===== src/rtl/node_input_sequencer.sv =====
// node_input_sequencer: buffers Q11.4 value/weight pairs and streams them into a MAC, then captures its sum.
// Define NODE_SEQ_RELU_EN to pass the captured sum through ReLU.
module node_input_sequencer #(
  parameter int DEPTH   = 10,
  parameter int ADDR_W  = 4,
  parameter int MAC_LAT = 1
) (
  input  logic              clk,
  input  logic              reset,
  input  logic              wr_en,
  input  logic [ADDR_W-1:0] wr_addr,
  input  logic [15:0]       wr_value,
  input  logic [15:0]       wr_weight,
  input  logic              start,
  input  logic [ADDR_W:0]   len,
  output logic [15:0]       mac_value,
  output logic [15:0]       mac_weight,
  output logic              mac_valid,
  output logic              mac_clear,
  input  logic [15:0]       mac_out,
  output logic              busy,
  output logic [15:0]       result,
  output logic              result_valid
);
  localparam int DW = (MAC_LAT > 1) ? $clog2(MAC_LAT) : 1;
  typedef enum logic [2:0] {IDLE, CLEAR, STREAM, DRAIN, DONE} state_t;
  state_t state, nxt;
  logic [31:0] mem [DEPTH];
  logic [ADDR_W-1:0] idx, idx_n;
  logic [DW-1:0] dcnt, dcnt_n;
  logic [ADDR_W:0] len_q;
  logic [15:0] cap;
  always_ff @(posedge clk)
    if (wr_en && !busy && {1'b0, wr_addr} < (ADDR_W+1)'(DEPTH)) mem[wr_addr] <= {wr_value, wr_weight};
  always_comb begin
    nxt = state;
    idx_n = idx;
    dcnt_n = dcnt;
    case (state)
      IDLE: if (start && len != '0) begin
        nxt = CLEAR;
        idx_n = '0;
      end
      CLEAR: begin
        nxt = STREAM;
        idx_n = '0;
      end
      STREAM: if ({1'b0, idx} == len_q - 1'b1) begin
        nxt = DRAIN;
        idx_n = '0;
        dcnt_n = '0;
      end else idx_n = idx + 1'b1;
      DRAIN: if (dcnt == DW'(MAC_LAT - 1)) nxt = DONE;
        else dcnt_n = dcnt + 1'b1;
      DONE: nxt = IDLE;
      default: nxt = IDLE;
    endcase
  end
`ifdef NODE_SEQ_RELU_EN
  assign cap = mac_out[15] ? 16'h0000 : mac_out;
`else
  assign cap = mac_out;
`endif
  // Outputs are registered from the next state so each one lines up with the state it belongs to.
  always_ff @(posedge clk or negedge reset)
    if (!reset) begin
      state <= IDLE;
      idx <= '0;
      dcnt <= '0;
      len_q <= '0;
      mac_value <= '0;
      mac_weight <= '0;
      mac_valid <= 1'b0;
      mac_clear <= 1'b0;
      busy <= 1'b0;
      result <= '0;
      result_valid <= 1'b0;
    end else begin
      state <= nxt;
      idx <= idx_n;
      dcnt <= dcnt_n;
      if (state == IDLE && nxt == CLEAR) len_q <= (len > (ADDR_W+1)'(DEPTH)) ? (ADDR_W+1)'(DEPTH) : len;
      mac_value <= (nxt == STREAM) ? mem[idx_n][31:16] : '0;
      mac_weight <= (nxt == STREAM) ? mem[idx_n][15:0] : '0;
      mac_valid <= nxt == STREAM;
      mac_clear <= nxt == CLEAR;
      busy <= nxt != IDLE;
      if (state == DRAIN && nxt == DONE) result <= cap;
      result_valid <= nxt == DONE;
    end
endmodule

===== config.mk =====
export PLATFORM = sky130hd
export DESIGN_NAME = node_input_sequencer
export DESIGN_NICKNAME = d
export VERILOG_FILES = /design/src/rtl/node_input_sequencer.sv
export SDC_FILE = /design/constraint.sdc
export NUM_CORES = 1
export LEC_CHECK = 0
export ABC_AREA = 1
export BUFFER_PORTS_ARGS = -buffer_cell sky130_fd_sc_hd__buf_2
export CAP_MARGIN = 15
export CORE_ASPECT_RATIO = 1.5
export CORE_MARGIN = 4
export CORE_UTILIZATION = 55
export CTS_BUF_LIST = sky130_fd_sc_hd__clkbuf_4
export CTS_CLUSTER_DIAMETER = 150
export DETAILED_ROUTE_END_ITERATION = 6
export GPL_TIMING_DRIVEN = 0
export PLACE_DENSITY = 0.74
export REMOVE_ABC_BUFFERS = 1
export SKIP_LAST_GASP = 1
export SYNTH_ARGS = -nofsm -noshare
export SYNTH_HDL_FRONTEND = slang
export SYNTH_SLANG_ARGS = --single-unit

===== constraint.sdc =====
create_clock -name clk -period 9.15 [get_ports clk]
set_input_delay 0.4575 -clock clk [delete_from_list [all_inputs] [get_ports clk]]
set_output_delay 0.4575 -clock clk [all_outputs]
set_load 0.1 [all_outputs]

==> results of run 1 <==
-- cells in the mapped netlist (5+ instances only) --
cell type  instances
buf_2             41
clkbuf_1          11
a31oi_1           32
nand3_1          361
inv_2              9
edfxtp_1         320
inv_1             62
a21oi_1            5
nor2_1            24
buf_6              5
nand2_1          304
buf_4             20
dfrtp_1           64
-- final cells by class --
cell class / instances / area, sq um
Antenna cell: 2 / 5.00
Clock buffer: 129 / 968
Clock inverter: 32 / 154
Fill cell: 1931 / 9250
Inverter: 72 / 270
Multi-Input combinational cell: 754 / 3620
Sequential cell: 384 / 11200
Tap cell: 342 / 428
Timing Repair Buffer: 189 / 1600
-- final timing paths --
check / end / slack [ps]
max in group asynchronous: mac_weight[7] / 8090
setup reg to reg: mac_value[3] / 4960
setup / recovery: mac_value[3] / 4960
min in group asynchronous: mac_value[9] / 420
hold reg to reg: result[9] / 470
hold / removal: mem[7][16] / 60
-- registers in the layout, indices dropped and copies added, names as in the netlist, 3 cells and up --
name        cells
idx             4
len_q           5
mac_value      16
mac_weight     16
mem           320
result         16
state           3
-- where the power goes --
| part | leakage (nW) | total [mW] | internal [mW] | switching [mW] |
|---|---|---|---|---|
| registers | 3.70 | 2.08 | 2.02 | 0.0608 |
| clock network | 0.676 | 1.31 | 0.679 | 0.632 |
| logic | 3.00 | 2.97 | 0.784 | 2.18 |
| total | 7.37 | 6.36 | 3.49 | 2.88 |
-- metrics by stage --
step	utilization, %	cells	setup slack [ps]
2_1_floorplan	-	1210	4780
3_3_place_gp	58.1	1664	2350
3_5_place_dp	60.4	1689	4990
4_1_cts	66.4	1902	4930
5_1_grt	66.4	1904	4560
6_report	66.4	1904	4960
-- what timing repair did --
action                    4_1_cts  5_1_grt
hold buffers                   52        0
gates resized for setup         0        0
hold endpoints to repair      341        0
-- logic make-up (layout without fill, tap and decap cells) --
logic type | after synthesis | after routing | share of synthesized area [%]
simple gates | 705 | 705 | 20.5
flops | 384 | 384 | 72.6
buf+inv | 150 | 422 | 4.71
compound gates | 45 | 45 | 1.89
fa+ha+maj | 2 | 2 | 0.162
xor+xnor | 2 | 2 | 0.114
other cells | 0 | 2 | 0
-- metal layers --
layer | wire length, microns | global-route usage (%)
met5 | 0 | 0
met2 | 18100 | 38.5
met3 | 3340 | 4.71
met1 | 13800 | 30.5
met4 | 1060 | 11.4
-- cells in the final DEF (no fill, tap or decap), types with 8 or more instances in the layout --
master / Yosys / routed
nand3_1: 361 / 361
edfxtp_1: 320 / 320
nand2_1: 304 / 304
clkbuf_4: 0 / 129
buf_2: 41 / 111
dfrtp_1: 64 / 64
inv_1: 62 / 60
dlygate4sd3_1: 0 / 52
a31oi_1: 32 / 32
clkinv_1: 1 / 24
nor2_1: 24 / 16
inv_2: 9 / 13
buf_16: 0 / 10
nor2_4: 0 / 8
==> results.yml, run 1 <==
synthesis:
  ys_warn_count: 0
  ys_seq_area_share_pct: 72.6
  synth_seq_cells: 384
  synth_top_cell_by_area: "edfxtp_1"
  ys_types: 31
  async_flop_share_pct: 16.7
  synth_top_area_share_pct: 62.3
  synth_area_sq_mm: 0.0154
  synth-edff-count: 320
  postSynthAreaPerCell_sq_um: 12.0
  synthCells: 1288
  synth_top_cells_by_area: "edfxtp_1 62%, nand3_1 12%, dfrtp_1 10%"
  ys.flop_type: "edfxtp_1"
placed_design:
  placed_cell_area_sq_mm: 0.0166
  dp_hpwl_microns: 19100
  gp_congestion: 0.803
  portBuffers: 112
drt:
  route.detailed.wl_per_inst_microns: 19.1
  first_iter_violations: 1204
  drc: 0
  ant_nets: 0
  firstDrtPassIters: 6
  wl_microns: 36300
  vias: 10811
  vias_per_cell: 5.68
sta:
  finalSetupViolCount: 0
  hold_viol_final: 0
  min_period_over_period_pct: 45.8
  drv_slew: 0
  setup_tns_ps: 0
  post-route-min-period_ps: 4190
  fin_skew_ps: 41.0
  whs_ps: 59.8
  max_freq_ghz: 0.239
  rsz0062_at_grt: "false"
  worst-slew-pin-transition_ps: 1030
  max_slew_margin_pct: 30.7
critical_path:
  cp_slowest_cell: "inv_2"
  cp.required_ps: 9810
  path_depth: 17
  critPathLaunch: "len_q[0]"
  cp_max_fo: 121
  end_kind: "register"
  rr_worst_depth: 17
  critPathBufInv: 6
  timing.rr.start: "len_q[0]"
  worstPathCellList: "inv_2, ha_1, nand2_1, inv_1, nor2_1, nand3_1, nor2_1, nand2_2, nand2_4, buf_16, nand2_8, buf_16, inv_2, nand2_1, a31oi_1, nand2_1, inv_1"
  slowest_delay_ps: 700
  cp.arrival_ps: 4850
  critPathKind: "register to register"
  crit_top_cell: "nand2_1"
  critical-path-top-delay-family: "simple AND/OR/NAND/NOR gates"
  cp-start-kind: "register"
die:
  die_h_microns: 213
  rows: 74
  pin_count: 113
  die_area_sq_mm: 0.0309
  core-area_sq_mm: 0.0275
  die-width_microns: 145
  start_util_pct: 56.1
clocking:
  root_buffer: "clkbuf_4"
  cts_sinks: 384
  cts_buffers: 87
  path_clk_slew_ps: 80
  cts_max_level: 3
  postCtsSetupBuffers: 0
  tritoncts: "done"
  worstSkewPairLatency_ps: 720
  clockBufferDepth: 3
cells_and_area:
  drive_gt1_share_pct: 20.0
  syn2layout_area_growth_pct: 18.3
  postLayoutCellArea_sq_mm: 0.0183
  nets: 1551
job:
  drv_cap: 0
global_route:
  grt.total_usage_pct: 23.7
  antenna_found_initial: 2
  grt_pass1_vias: 10842
  grt_pass1_wl_microns: 55800
  grt_start_max_net_pins: 130
  gr-total-overflow: 0
hold_path:
  hold_path_depth: 1
  hold_class: "input pin to register"
  min_from: "wr_value[0]"
power:
  pwr_density_cell_mw_per_mm2: 349
  peakVddDrop_v: 0.000373
  p_leak_nw: 7.37
  power_mw: 6.36
outcome:
  status: "completed"
Power figures use the tool's default switching activity.
==> inputs of run 2 (changes only) <==
--- a/config.mk
+++ b/config.mk
@@ -15,7 +15,7 @@
 export CTS_CLUSTER_DIAMETER = 150
 export DETAILED_ROUTE_END_ITERATION = 6
 export GPL_TIMING_DRIVEN = 0
-export PLACE_DENSITY = 0.74
+export PLACE_DENSITY = 0.77
 export REMOVE_ABC_BUFFERS = 1
 export SKIP_LAST_GASP = 1
 export SYNTH_ARGS = -nofsm -noshare
==> constraint.sdc (replaced) <==
create_clock -name clk -period 3.6 [get_ports clk]
set_input_delay 0.18 -clock clk [delete_from_list [all_inputs] [get_ports clk]]
set_output_delay 0.18 -clock clk [all_outputs]
set_load 0.1 [all_outputs]
==> run 2 against run 1 <==
Sequential share of layout area down 0.74 points. Power rose to 2.6 times the previous value. Non-clock buffer count rose by 14. Worst hold slack improved by 25 ps. Via count grew 2.5%. Final cell count is 0.74% higher. Clock-buffer cell count up 1. Global-route usage grew 0.92 points. Clock power rose to 2.7 times the previous value. Critical path type unchanged. Largest power group unchanged. Highest routed layer unchanged.
==> results.yml, run 2 (synthesis results as in run 1) <==
cells_and_area:
  largest_reg_flops: 320
  syn2layout_area_growth_pct: 19.7
  fillers: 1850
  seqCellArea_sq_mm: 0.0112
  multi_input_area_sq_mm: 0.00363
  drive_gt1_share_pct: 20.3
  nets: 1563
  largest_register: "mem"
  mostFrequentLayoutCell: "nand3_1"
  postLayoutCellArea_sq_mm: 0.0185
  final_core_utilization_pct: 67.2
  final_cell_mix: "361 x nand3_1, 320 x edfxtp_1, 304 x nand2_1"
drt:
  routed-wl-met2_microns: 19600
  top_layer: "met4"
  drc: 0
  ant_nets: 0
  wl_met3_microns: 3390
  vias_per_cell: 5.78
  vias: 11082
  first_iter_violations: 1350
  wl_microns: 38100
  firstDrtPassIters: 5
  route.detailed.wl_per_inst_microns: 19.8
  wl_met1_microns: 13600
power:
  p_leak_nw: 7.47
  power_mw: 16.6
  peakVddDrop_v: 0.000682
  pwr_density_cell_mw_per_mm2: 899
die:
  rows: 74
  core-area_sq_mm: 0.0275
  die_area_sq_mm: 0.0309
  start_util_pct: 56.1
  pin_count: 113
  die_h_microns: 213
  die-width_microns: 145
critical_path:
  critPathKind: "register to register"
  r2r_setup_slack_ps: 310
  cp_max_fo: 68
  cp-start-kind: "register"
  cp.arrival_ps: 3960
  end_kind: "register"
  timing.rr.start: "state[0]"
  reg2reg_to: "mac_value[2]"
  rr_worst_depth: 12
  cp.required_ps: 4280
sta:
  worst-slew-pin-transition_ps: 1090
  finalSetupViolCount: 0
  min_period_over_period_pct: 91.3
  max_freq_ghz: 0.304
  setup_ws_ps: 312
  post-route-min-period_ps: 3290
  rsz0062_at_grt: "false"
  max_slew_margin_pct: 26.8
  drv_slew: 0
  hold_viol_final: 0
  whs_ps: 84.6
  fin_skew_ps: 43.3
clocking:
  cts_buffers: 85
  clockBufferDepth: 3
  root_buffer: "clkbuf_4"
  tritoncts: "done"
  cts_max_level: 3
  worstSkewPairLatency_ps: 770
  postCtsSetupBuffers: 0
  path_clk_slew_ps: 80
  cts_sinks: 384
job:
  drv_cap: 0
placed_design:
  gp_congestion: 0.801
  placed_cell_area_sq_mm: 0.0166
  portBuffers: 112
  dp_hpwl_microns: 20200
  preCtsSetupSlack_ps: -60.8
global_route:
  gr-total-overflow: 0
  grt_pass1_vias: 11083
  antenna_found_initial: 1
  grt_pass1_wl_microns: 57200
  grt.total_usage_pct: 24.6
  grt_start_max_net_pins: 124
outcome:
  status: "completed"
hold_path:
  hold_class: "input pin to asynchronous set/reset pin"
run 2: power breakdown:
| group | internal [mW] | switching (mW) | total [mW] |
|---|---|---|---|
| Sequential | 5.14 | 0.166 | 5.31 |
| Combinational | 2.04 | 5.68 | 7.72 |
| Clock | 1.95 | 1.63 | 3.59 |
| Total | 9.14 | 7.48 | 16.6 |
run 2: through the flow:
step,instances,TNS [ps]
floorplan,1210,-46520
global placement,1664,-384470
detailed placement,1690,-211
CTS,1915,0
global route,1916,0
finish,1918,0
run 2: routing by layer:
metal  global-route usage [%]  vias up
met5                        0        -
met1                     28.9     5313
met3                     5.83      109
met2                     41.2      631
met4                     13.9        0
li1                         -     5029
run 2: how the worst max path moves through the flow:
stage,end,slack [ps],start
after floorplan,mac_value[0],-770,len_q[0]
after global placement,mac_weight[13],-3210,len_q[0]
after detailed placement,mac_value[1],-60,state[0]
after CTS,mac_value[2],90,state[0]
after global routing,mac_weight[1],70,state[2]
final,mac_value[2],310,state[0]
run 2: timing repair:
item / 4_1_cts / 5_1_grt
hold buffers: 65 / 0
setup endpoints to repair: 14 / 29
hold endpoints to repair: 428 / 0
gates resized for setup: 1 / 2
gates cloned: 0 / 0
run 2: layout make-up:
type | count | share of cell area, %
repair buffers | 203 | 9.33
clock buffers | 130 | 5.28
diodes | 3 | 0.0406
inverters | 72 | 1.48
flip-flops and latches | 384 | 60.7
clock inverters | 30 | 1.23
multi-input cells | 754 | 19.6
well taps | 342 | 2.32
run 2: worst max-delay path, stage by stage, from the launching register on:
cell and delay (ps):
dfrtp_1 460, a21oi_1 220, nand2_1 140, nand2_2 220
inv_2 110, nand2_8 340, buf_16 330, nand2_8 230
inv_4 510, nand2_1 130, a31oi_1 240, nand2_1 140
inv_1 70
